[src/rtl/dma_desc_sequencer.sv]
// rtl/dma_desc_sequencer.sv - descriptor chain fetch, register load and engine launch sequencer
module dma_desc_sequencer #(
  parameter int ADDR_W = 32,
  parameter int DATA_W = 32
) (
  input  logic              clk,
  input  logic              rstn,
  input  logic              start,
  input  logic [ADDR_W-1:0] desc_base,
  output logic              rd_req,
  output logic [ADDR_W-1:0] rd_addr,
  input  logic              rd_ready,
  input  logic              rd_valid,
  input  logic [DATA_W-1:0] rd_data,
  input  logic              rd_err,
  output logic [DATA_W-1:0] desc_data,
  output logic [3:0]        desc_sel,
  output logic              desc_we,
  input  logic [ADDR_W-1:0] next_desc,
  input  logic              eoc,
  output logic              eng_start,
  input  logic              eng_done,
  output logic              busy,
  output logic              chain_done,
  output logic              err,
  output logic [15:0]       desc_count
);

  typedef enum logic [2:0] {
    IDLE  = 3'd0,
    REQ   = 3'd1,
    WAIT  = 3'd2,
    WRITE = 3'd3,
    START = 3'd4,
    RUN   = 3'd5
  } state_t;

  localparam logic [2:0] LEN_FIELD = 3'd2;
  localparam logic [2:0] EOC_FIELD = 3'd4;

  state_t            state;
  logic [ADDR_W-1:0] cur_addr;
  logic [2:0]        idx;
  logic [DATA_W-1:0] data_q;
  logic              len_zero;

  logic [ADDR_W-1:0] field_off;
  logic              complete;

  // Field offset is idx words; the add truncates so a chain may wrap the address space.
  assign field_off = {{(ADDR_W-5){1'b0}}, idx, 2'b00};
  assign rd_addr   = cur_addr + field_off;

  // The register block sees the current field index and captured word continuously.
  assign desc_sel  = {1'b0, idx};
  assign desc_data = data_q;

  // A descriptor is finished either by the engine or immediately when it moves no data.
  assign complete = ((state == RUN) && eng_done) || ((state == START) && len_zero);

  // Sequencer FSM: pulse outputs default low each cycle and are set one cycle ahead
  // of the state in which they are meant to be seen.
  always_ff @(posedge clk or negedge rstn) begin
    if (!rstn) begin
      state      <= IDLE;
      cur_addr   <= '0;
      idx        <= '0;
      data_q     <= '0;
      len_zero   <= 1'b0;
      rd_req     <= 1'b0;
      desc_we    <= 1'b0;
      eng_start  <= 1'b0;
      busy       <= 1'b0;
      chain_done <= 1'b0;
      err        <= 1'b0;
      desc_count <= '0;
    end else begin
      desc_we    <= 1'b0;
      eng_start  <= 1'b0;
      chain_done <= 1'b0;
      err        <= 1'b0;

      case (state)
        IDLE: begin
          if (start) begin
            cur_addr   <= desc_base;
            idx        <= '0;
            desc_count <= '0;
            rd_req     <= 1'b1;
            busy       <= 1'b1;
            state      <= REQ;
          end
        end

        REQ: begin
          // rd_addr is a function of cur_addr/idx only, so it holds while stalled.
          if (rd_ready) begin
            rd_req <= 1'b0;
            state  <= WAIT;
          end
        end

        WAIT: begin
          if (rd_valid) begin
            if (rd_err) begin
              // Abort: fields already written stay in the register block.
              err   <= 1'b1;
              busy  <= 1'b0;
              state <= IDLE;
            end else begin
              data_q  <= rd_data;
              desc_we <= 1'b1;
              state   <= WRITE;
            end
          end
        end

        WRITE: begin
          if (idx == LEN_FIELD) begin
            len_zero <= (data_q == '0);
          end
          if (idx == EOC_FIELD) begin
            // len_zero was settled two fields earlier, so the launch decision is known now.
            eng_start <= !len_zero;
            state     <= START;
          end else begin
            idx    <= idx + 3'd1;
            rd_req <= 1'b1;
            state  <= REQ;
          end
        end

        START: begin
          // eng_done is not looked at here; only RUN accepts a completion pulse.
          if (!len_zero) begin
            state <= RUN;
          end
        end

        RUN: begin
          state <= RUN;
        end

        default: begin
          busy  <= 1'b0;
          state <= IDLE;
        end
      endcase

      // Completion overrides the per-state defaults above for START and RUN.
      if (complete) begin
        desc_count <= desc_count + 16'd1;
        if (eoc) begin
          chain_done <= 1'b1;
          busy       <= 1'b0;
          state      <= IDLE;
        end else begin
          cur_addr <= next_desc;
          idx      <= '0;
          rd_req   <= 1'b1;
          state    <= REQ;
        end
      end
    end
  end

endmodule

[config.mk]
export PLATFORM = sky130hd
export DESIGN_NAME = dma_desc_sequencer
export DESIGN_NICKNAME = d
export VERILOG_FILES = /design/src/rtl/dma_desc_sequencer.sv
export SDC_FILE = /design/constraint.sdc
export NUM_CORES = 1
export LEC_CHECK = 0
export CORE_MARGIN = 1
export CORE_UTILIZATION = 44
export CTS_BUF_LIST = sky130_fd_sc_hd__clkbuf_16
export CTS_CLUSTER_DIAMETER = 40
export DETAILED_ROUTE_END_ITERATION = 10
export PLACE_DENSITY = 0.81
export SLEW_MARGIN = 20
export SYNTH_ARGS = -nofsm -noshare
export SYNTH_HDL_FRONTEND = slang
export SYNTH_SLANG_ARGS = --single-unit
[constraint.sdc]
create_clock -name clk -period 3.4 [get_ports clk]
set_input_delay 0.85 -clock clk [delete_from_list [all_inputs] [get_ports clk]]
set_output_delay 0.85 -clock clk [all_outputs]
set_load 0.005 [all_outputs]
; ---- Word level (Yosys, flattened, before mapping)
; Index checks and enable logic that the tools add are counted.
[classes]
n_addsub = 3
eq_ne = 11
mux = 43
n_bitwise = 1
reduce_logical = 13
[op_table]
columns = operator, count
row1 = $mux W32, 4
row2 = $mux W16, 3
row3 = $add A32 B5 Y32, 1
row4 = $logic_not A32 Y1, 1
row5 = $mux W3, 10
row6 = $mux W1, 21
row7 = $pmux W3 S6, 1
row8 = $add A16 B1 Y16 const B, 1
row9 = $ne A3 B3 Y1 const B, 4
row10 = $eq A3 B2 Y1 const B, 3
row11 = $eq A3 B3 Y1 const B, 3
row12 = $pmux W1 S3, 2
row13 = $pmux W3 S2, 1
row14 = $reduce_and A2 Y1, 2
row15 = $reduce_and A4 Y1, 1
row16 = $reduce_bool A2 Y1, 2
row17 = $reduce_or A4 Y1, 1
row18 = $add A3 B1 Y3 const B, 1
row19 = $eq A3 B1 Y1 const B, 1
row20 = $logic_not A3 Y1, 1
row21 = $reduce_and A3 Y1, 1
row22 = $logic_and A1 B1 Y1, 2
row23 = $mux W2, 1
row24 = $logic_not A1 Y1, 1
row25 = 2 further kinds, 2
[totals]
reg_bits = 93
word_cells = 83

; ---- Depth between registers and ports, before layout
; Gate-level depths: netlist of run 1.
[depth]
word_depth = 5
mapped_depth = 8
ltp_nobuf = 7

; ---- Worst setup path after synthesis of run 1
; Ideal clock, no wire load.
[synth_timing]
path_type = reg-to-output
startpoint = register idx[0]
endpoint = output port rd_addr[14]
arrival_ns = 1.940
required_time_ns = 2.550
setup_slack_ns = 0.610
path_stages_with_launch = 9
n_path_buf = 1
cell_sequence = dfrtp_1 -> ha_1 -> inv_1 -> fa_1 -> nor2b_1 -> o21ai_1 -> clkbuf_1 -> nor4_1 -> xor2_1
[synth_via]
elab_chain_len = 1
[synth_lines]
columns = item, line_no
row1 = from (decl), 43  ; logic [2:0] idx;
row2 = from (signal assigned), 127  ; idx <= idx + 3'd1;
row3 = $add A32 B5 Y32, 52  ; assign rd_addr = cur_addr + field_off;
row4 = to (decl), 11  ; output logic [ADDR_W-1:0] rd_addr,
; No other way between the ends.

; ---- Worst setup path after layout of run 1
[layout_timing]
startpoint = register idx[0]
endpoint = output port rd_addr[30]
; Same word-level chain as after synthesis.

==> results of run 1 <==
stage by stage:
stage / std cells / hold WS [ns] / total power, mW
floorplan: 479 / 0.419 / 3.01
global placement: 792 / 0.475 / 4.33
detailed placement: 792 / 0.482 / 4.42
CTS: 813 / 0.493 / 5.50
global route: 821 / 0.528 / 5.84
finish: 821 / 0.486 / 5.50
what timing repair did:
action                                  4_1_cts  5_1_grt
endpoints found under the setup margin       20       21
gates resized for setup                      34       29
buffers inserted                              7        8
pin swaps                                     2        4
metal layers:
layer | share of wire, % | vias up
met5 | 0.092 | -
met4 | 1.0 | 2
met3 | 9.0 | 16
met2 | 51 | 162
met1 | 39 | 2164
li1 | - | 2120
power by group through the flow:
stage,logic (mW),registers (mW),clock network [mW]
after floorplan,1.11,1.90,0
after global placement,2.35,1.97,0
after detailed placement,2.42,2.00,0
after CTS,2.49,2.01,1.00
after global routing,2.73,2.08,1.03
final,2.51,2.01,0.977
area by class of cell:
type / count / area, µm²
clock buffer: 9 / 225
clock inverter: 5 / 55.1
fill: 824 / 3240
inverter: 11 / 41.3
multi-input combinational: 348 / 2660
sequential: 93 / 2330
tap: 140 / 175
timing repair buffer: 215 / 2170
state kept, by name, indices dropped and copies added (netlist names):
signal and count:
desc_data 32, state 3, rd_req 1, busy 1, err 1, eng_start 1, cur_addr 32, len_zero 1
desc_count 16, chain_done 1, idx 3, desc_we 1
worst paths after layout:
check / depth (start not counted) / to / slack [ns]
setup / recovery: 11 / rd_addr[30] / 0.1
hold / removal: 1 / desc_count[15]$_DFFE_PN0P_ / 0.49
setup reg to reg: 4 / desc_count[3]$_DFFE_PN0P_ / 1.26
hold reg to reg: 1 / desc_count[15]$_DFFE_PN0P_ / 0.49
max in group asynchronous: 2 / cur_addr[8]$_DFF_PN0_ / 2.16
min in group asynchronous: 1 / desc_data[18]$_DFFE_PN0P_ / 0.56
layout by cell type, fill, tap and decap left out, types with 3 or more instances in the layout:
master	Yosys	final
dlymetal6s2s_1	0	14
buf_12	0	4
xor2_1	21	21
ha_1	7	5
and3_1	4	4
nor4_1	14	11
clkdlybuf4s50_1	0	169
a21oi_1	10	10
a21o_1	7	7
nor4_4	1	9
nand4_1	5	5
and4_1	4	4
inv_1	11	12
nand2_1	55	55
nor3_1	13	3
nand3_1	15	14
a31oi_1	8	8
mux2i_1	38	38
dfrtp_1	93	91
o21ai_1	42	42
nand2b_1	3	3
mux2_2	16	16
xnor2_1	7	7
clkbuf_16	0	9
buf_4	3	18
nor2_1	20	19
dlygate4sd2_1	0	5
mux2_1	18	18
a22o_1	4	4
nor3_2	0	9
cell families after synthesis:
logic type | share of synthesized area (%)
flops | 47.0
mux | 15.4
fa+ha+maj | 2.17
simple gates | 16.8
buf+inv | 3.54
compound gates | 10.0
other cells | 0.0757
xor+xnor | 4.95
critical path, stage by stage (launching register included):
cell and delay (ns):
dfrtp_1 0.36, ha_2 0.19, inv_1 0.06, fa_2 0.39, nor2b_4 0.13, o21ai_1 0.07
buf_6 0.16, buf_12 0.13, buf_4 0.13, nor4_4 0.14, xor2_1 0.20, clkbuf_2 0.14
==> results.toml, run 1 <==
[run_status]
status = "completed"

[synthesis]
synth_top_area_share_pct = 47.0
synth_edf_count = 0
synth.most_common_cell = "dfrtp_1"
synth_flop_cell = "dfrtp_1"
synth.yosys.warnings = 0
syn_nets = 591
ys_seq_area_share_pct = 47.0
synth_cells = 479
ys_top_cells_by_count = "93 x dfrtp_1, 55 x nand2_1, 42 x o21ai_1"
yosys-top-cells-area = "dfrtp_1 47%, mux2i_1 7.7%, o21ai_1 4.2%, nand2_1 4.2%, mux2_1 4.1%"
ys_types = 51
synth_area_mm2 = 0.00495
synthArstFlopShare_pct = 100
postSynthAreaPerCell_um2 = 10.3
yosysTopAreaCell = "dfrtp_1"
ys_ff_latch = 93

[critical_path]
crit_start = "idx[0]$_DFF_PN0_"
r2r_start = "state[0]$_DFFE_PN0P_"
crit_required_ns = 2.55
cp-start-kind = "flip-flop"
cp_max_fo = 9
cp.arrival_ns = 2.45
end_kind = "output port"
crit_type = "flip-flop to output port"

[pwr]
pwr-share-clk_pct = 17.8
p_seq_share_pct = 36.6
peakVddDrop_v = 0.000620
p_int_mw = 3.59
power.leakage_nw = 3.31
pwr-share-comb_pct = 45.7
switching_share_pct = 34.8
power_density_mw_per_mm2 = 719
p_switching_mw = 1.91

[clock_network]
clock_sinks = 93
clk_latency_ns = 0.35
cts_tree = "yes"
htreeDepth = 3
ctsHoldBuffers = 0
cts.path.max_buffers = 2
numCtsBuffers = 9
clk_pin_slew_ns = 0.07
cts_root_buf = "clkbuf_16"

[timing]
period_minus_slack_ns = 3.30
slew_headroom_pct = 50.6
final.setup.tns_ns = 0
skew_ns = 0.00757
maxSlewViolCount = 0
setup_viol = 0
hold_viol_final = 0
tightestPinTransition_ns = 0.741
fin_ws_ns = 0.0959
post-route-period-util_pct = 97.2
fmax_mhz = 303

[drt]
antenna_left = 0
drt-total-wl_mm = 14.2
route.vias.total = 4464
first_pass_iters = 4
routedWlPerCell_um = 17.3
detail_route.vias_per_cell = 5.44
drc = 0
first_iter_violations = 153

[job]
cap_violations = 0

[global_routing]
track_usage_pct = 24.4
antenna_found_initial = 1
first_global_vias = 4496
grt_first_pass_wirelength_mm = 21.9
grt_use_met2_pct = 41.9
grt_use_met3_pct = 10.5
grt_overflow = 0
grt_max_degree = 70
grtUsageMet1_pct = 28.0
busiest_layer = "met2"

[final_layout]
antennaDiodeCount = 0
post-route-util_pct = 70.3
final_cell_area_mm2 = 0.00765
drive_above_1_share_pct = 13.2
fin_nets = 790
syn2layout_area_growth_pct = 54.5

[die]
rows = 38
core_area_mm2 = 0.0109
dieHeight_um = 108
dieArea_mm2 = 0.0117
ioPinCount = 194
start_util_pct = 45.5
fp.dieW_um = 108

[placed_design]
place_ws_ns = 0.0889
io_buffers = 192
dp_hpwl_mm = 9.92
place.gp.congestion = 0.850
place_area_mm2 = 0.00702

[worst_hold_path]
hp-class = "flip-flop to flip-flop"
min_from = "desc_count[15]$_DFFE_PN0P_"
No activity file was read; power rests on OpenSTA's default activity.
==> inputs of run 2 (changes only) <==
SETUP_SLACK_MARGIN = 0.05   (was unset)
==> run 2 against run 1 <==
Register-to-register slack about the same. Clock power hardly changed. Maximum frequency down 1.1%. Clock-buffer cell count unchanged.
==> results.toml, run 2 (same netlist as run 1, synthesis figures left out) <==
[drt]
first_pass_iters = 4
wl_met1_mm = 5.66
wl_met2_mm = 7.13
route.vias.total = 4475
antenna_left = 0
drt-total-wl_mm = 14.2
routedWlPerCell_um = 17.3
first_iter_violations = 155
route.met3.wl_mm = 1.29
drc = 0
highest_layer = "met5"
detail_route.vias_per_cell = 5.46

[die]
dieArea_mm2 = 0.0117
fp.dieW_um = 108
rows = 38
core_area_mm2 = 0.0109
ioPinCount = 194
dieHeight_um = 108
start_util_pct = 45.5

[final_layout]
antennaDiodeCount = 0
layout_commonest_cell = "clkdlybuf4s50_1"
fin_nets = 789
final_cells = 820
layout_common_cells = "170 x clkdlybuf4s50_1, 91 x dfrtp_1, 55 x nand2_1"
drive_above_1_share_pct = 13.1
post-route-util_pct = 69.9
final_cell_area_mm2 = 0.00761
syn2layout_area_growth_pct = 53.7

[clock_network]
clk_latency_ns = 0.35
clock_sinks = 93
numCtsBuffers = 9
ctsHoldBuffers = 0
clk_pin_slew_ns = 0.07
cts_tree = "yes"
cts_root_buf = "clkbuf_16"
htreeDepth = 3
cts.path.max_buffers = 2

[global_routing]
grt_overflow = 0
grt_max_degree = 70
antenna_found_initial = 1
first_global_vias = 4485
grt_first_pass_wirelength_mm = 21.9
track_usage_pct = 24.4

[placed_design]
io_buffers = 192
place_area_mm2 = 0.00702
place.gp.congestion = 0.850
dp_hpwl_mm = 9.92
dpl.cell_count = 792
place_ws_ns = 0.0889

[timing]
post-route-period-util_pct = 98.2
tightestPinTransition_ns = 0.739
rsz0062_at_grt = "yes"
period_minus_slack_ns = 3.34
fmax_mhz = 299
skew_ns = 0.00721
setup_viol = 0
hold_viol_final = 0
maxSlewViolCount = 0
fin_ws_ns = 0.0604
slew_headroom_pct = 50.7

[critical_path]
cp-start-kind = "flip-flop"
r2r-end = "desc_count[3]$_DFFE_PN0P_"
crit_type = "flip-flop to output port"
cp.arrival_ns = 2.49
r2r_setup_slack_ns = 1.26
crit_required_ns = 2.55
worstSetupEndpoint = "rd_addr[19]"
r2r_cells = 4
cp_max_fo = 6
end_kind = "output port"
crit_start = "idx[1]$_DFF_PN0_"
r2r_start = "state[0]$_DFFE_PN0P_"

[pwr]
peakVddDrop_v = 0.000620
power_density_mw_per_mm2 = 722
power.leakage_nw = 3.23

[worst_hold_path]
hp-class = "flip-flop to flip-flop"

[run_status]
status = "completed"

[job]
cap_violations = 0
==> run 2: changes by cell type in the layout (fill, tap and decap cells not counted), sizes merged <==
cell	delta
dlymetal6s2s	-9
clkdlybuf4s50	+1
dlygate4sd2	+7
==> run 2: area by class of cell <==
type	instances	area (µm²)
Fill cell	835	3280
Timing Repair Buffer	214	2120
Clock inverter	5	55.1
Tap cell	140	175
Sequential cell	93	2330
Inverter	11	41.3
Multi-Input combinational cell	348	2660
Clock buffer	9	225
==> run 2: power by group <==
| group | internal (mW) | total (mW) | switching, mW |
|---|---|---|---|
| Sequential | 1.54 | 2.01 | 0.474 |
| Combinational | 1.47 | 2.51 | 1.04 |
| Clock | 0.559 | 0.977 | 0.418 |
| Total | 3.56 | 5.49 | 1.93 |
==> run 2: per-stage QoR <==
stage | TNS, ns | hold WS [ns] | power (mW)
6_report | 0 | 0.486 | 5.49
5_1_grt | -0.132 | 0.528 | 5.82
4_1_cts | 0 | 0.493 | 5.47
3_5_place_dp | 0 | 0.482 | 4.42
3_3_place_gp | 0 | 0.475 | 4.33
2_1_floorplan | 0 | 0.419 | 3.01
==> run 2: critical path, cell delays in order, from the launching register on <==
cell,delay (ns)
dfrtp_1,0.38
buf_4,0.16
ha_1,0.28
and3_4,0.20
o21ai_4,0.07
buf_6,0.15
nor3_1,0.22
xnor2_1,0.16
clkdlybuf4s50_1,0.52
==> run 2: layer usage <==
metal | GRT usage [%] | up-vias
li1 | - | 2115
met1 | 28.4 | 2169
met2 | 42.0 | 174
met3 | 10.5 | 15
met4 | 4.70 | 2
met5 | 0 | -
==> run 2: worst min-delay path by stage <==
stage / endpoint / depth (start not counted) / slack [ns] / from
after floorplan: eng_start$_DFF_PN0_ / 1 / 0.42 / len_zero$_DFFE_PN0P_
after global placement: desc_count[15]$_DFFE_PN0P_ / 1 / 0.48 / desc_count[15]$_DFFE_PN0P_
after detailed placement: desc_count[15]$_DFFE_PN0P_ / 1 / 0.48 / desc_count[15]$_DFFE_PN0P_
after CTS: desc_count[15]$_DFFE_PN0P_ / 1 / 0.49 / desc_count[15]$_DFFE_PN0P_
after global routing: desc_count[13]$_DFFE_PN0P_ / 1 / 0.53 / desc_count[13]$_DFFE_PN0P_
final: desc_count[15]$_DFFE_PN0P_ / 1 / 0.49 / desc_count[15]$_DFFE_PN0P_
==> run 2: what timing repair did <==
item                       4_1_cts  5_1_grt
gates resized for setup         46       22
buffers inserted                 8        5
pin swaps                        5        4
setup endpoints to repair       22       17
gates cloned                     1        0
==> inputs of run 3 (changes only) <==
CORE_ASPECT_RATIO = 0.7   (was unset)
CORE_MARGIN = 2   (was 1)
==> run 3 against run 2 <==
Global-route usage increased by 0.27 points. Critical path depth did not move. Design area increased by 0.84%. Via count up 0.36%. Clock-buffer cell count unchanged. Non-clock buffer count up 5. Sequential cell count unchanged. Sequential power about the same. Wire length is 6.0% higher. Critical path type unchanged. Die area increased by 3.9%.
==> results.toml, run 3 (same netlist as run 1, synthesis figures left out) <==
[pwr]
pwr-share-clk_pct = 17.6
switching_share_pct = 35.9
pwr-share-comb_pct = 45.6
p_seq_share_pct = 36.8
p_switching_mw = 1.97
p_int_mw = 3.52
power_density_mw_per_mm2 = 716
peakVddDrop_v = 0.000419
power.leakage_nw = 3.32
p_total_mw = 5.49

[drt]
route.vias.total = 4491
drt-total-wl_mm = 15.1
first_pass_iters = 4
first_iter_violations = 282
detail_route.vias_per_cell = 5.35
antenna_left = 0
routedWlPerCell_um = 17.9
drc = 0

[timing]
tightestPinTransition_ns = 0.629
rsz0062_at_grt = "yes"
post-route-period-util_pct = 98.4
fmax_mhz = 299
setup_viol = 0
maxSlewViolCount = 0
period_minus_slack_ns = 3.34
fin_ws_ns = 0.0554
final.setup.tns_ns = 0
slew_headroom_pct = 58.0
hold_viol_final = 0
skew_ns = 0.00870
whs_ns = 0.466

[clock_network]
ctsHoldBuffers = 0
cts_root_buf = "clkbuf_16"
clk_pin_slew_ns = 0.07
numCtsBuffers = 9
cts.path.max_buffers = 2
clock_sinks = 93
htreeDepth = 3
cts_tree = "yes"
clk_latency_ns = 0.35

[global_routing]
first_global_vias = 4492
antenna_found_initial = 0
grt_first_pass_wirelength_mm = 23.3
grt_max_degree = 70
grt_overflow = 0
track_usage_pct = 24.7

[critical_path]
r2r_setup_slack_ns = 1.19
r2r-end = "desc_count[3]$_DFFE_PN0P_"
crit_required_ns = 2.55
cp_max_fo = 10
crit_type = "flip-flop to output port"
end_kind = "output port"
r2r_cells = 4
r2r_start = "state[0]$_DFFE_PN0P_"
cp.arrival_ns = 2.49
cp-start-kind = "flip-flop"

[final_layout]
post-route-util_pct = 69.9
fillCellCount = 820
antennaDiodeCount = 0
layout_commonest_cell = "clkdlybuf4s50_1"
register_area_mm2 = 0.00233
layout_common_cells = "171 x clkdlybuf4s50_1, 93 x dfrtp_1, 55 x nand2_1"
syn2layout_area_growth_pct = 54.9
multi_input_area_mm2 = 0.00265
final_cell_area_mm2 = 0.00767
drive_above_1_share_pct = 13.7
final_cells = 840
fin_nets = 794

[worst_hold_path]
min_from = "len_zero$_DFFE_PN0P_"
whs_path_depth = 1
whs_endpoint = "eng_start$_DFF_PN0_"
hp-class = "flip-flop to flip-flop"

[die]
core_area_mm2 = 0.0110
fp.dieW_um = 131
dieHeight_um = 92.8
rows = 32
ioPinCount = 194
start_util_pct = 45.1
dieArea_mm2 = 0.0121

[placed_design]
place_area_mm2 = 0.00704
dpl.cell_count = 805
place.gp.congestion = 0.865
place_ws_ns = 0.00985
dp_hpwl_mm = 10.4
io_buffers = 192

[run_status]
status = "completed"

[job]
cap_violations = 0
==> run 3: how the worst max path moves through the flow <==
| stage | start | to | slack (ns) | cells after the start |
|---|---|---|---|---|
| 3_3_place_gp | idx[0]$_DFF_PN0_ | rd_addr[20] | 0.20 | 9 |
| 6_report | idx[1]$_DFF_PN0_ | rd_addr[13] | 0.06 | 8 |
| 5_1_grt | idx[1]$_DFF_PN0_ | rd_addr[13] | -0.06 | 8 |
| 4_1_cts | idx[0]$_DFF_PN0_ | rd_addr[14] | -0.13 | 9 |
| 3_5_place_dp | cur_addr[2]$_DFF_PN0_ | rd_addr[20] | 0.01 | 9 |
| 2_1_floorplan | idx[0]$_DFF_PN0_ | rd_addr[14] | 0.61 | 8 |
==> run 3: area by class of cell <==
class | instances | share of cell area [%]
Clock inverter | 7 | 0.750
Sequential cell | 93 | 30.3
Multi-Input combinational cell | 348 | 34.6
Timing Repair Buffer | 219 | 28.4
Tap cell | 153 | 2.50
Clock buffer | 9 | 2.94
Inverter | 11 | 0.538
==> run 3: power groups by stage <==
stage / logic, mW / clock network, mW / registers [mW]
3_3_place_gp: 2.34 / 0 / 1.98
5_1_grt: 2.71 / 1.04 / 2.08
4_1_cts: 2.45 / 0.994 / 2.01
3_5_place_dp: 2.41 / 0 / 2.01
2_1_floorplan: 1.11 / 0 / 1.90
6_report: 2.50 / 0.967 / 2.02
==> run 3: what timing repair did <==
action	4_1_cts	5_1_grt
setup endpoints to repair	21	17
gates resized for setup	38	22
endpoints found under the hold margin	0	0
cloned	1	0
pin swaps	4	5
setup buffers	2	16
==> run 3: worst max-delay path, cell delays in order, from the launching register on <==
cell	delay (ns)
dfrtp_1	0.39
buf_4	0.16
ha_1	0.27
and3_1	0.19
o21ai_2	0.07
buf_6	0.16
nor3_1	0.21
xor2_1	0.17
clkdlybuf4s50_1	0.53
==> run 3: per-layer routing <==
metal | up-vias | global-route usage (%) | wire [µm]
met5 | - | 0 | 0
met4 | 0 | 5.85 | 202
met3 | 17 | 6.82 | 941
met2 | 139 | 40.5 | 7410
met1 | 2211 | 32.6 | 6510
li1 | 2124 | - | -
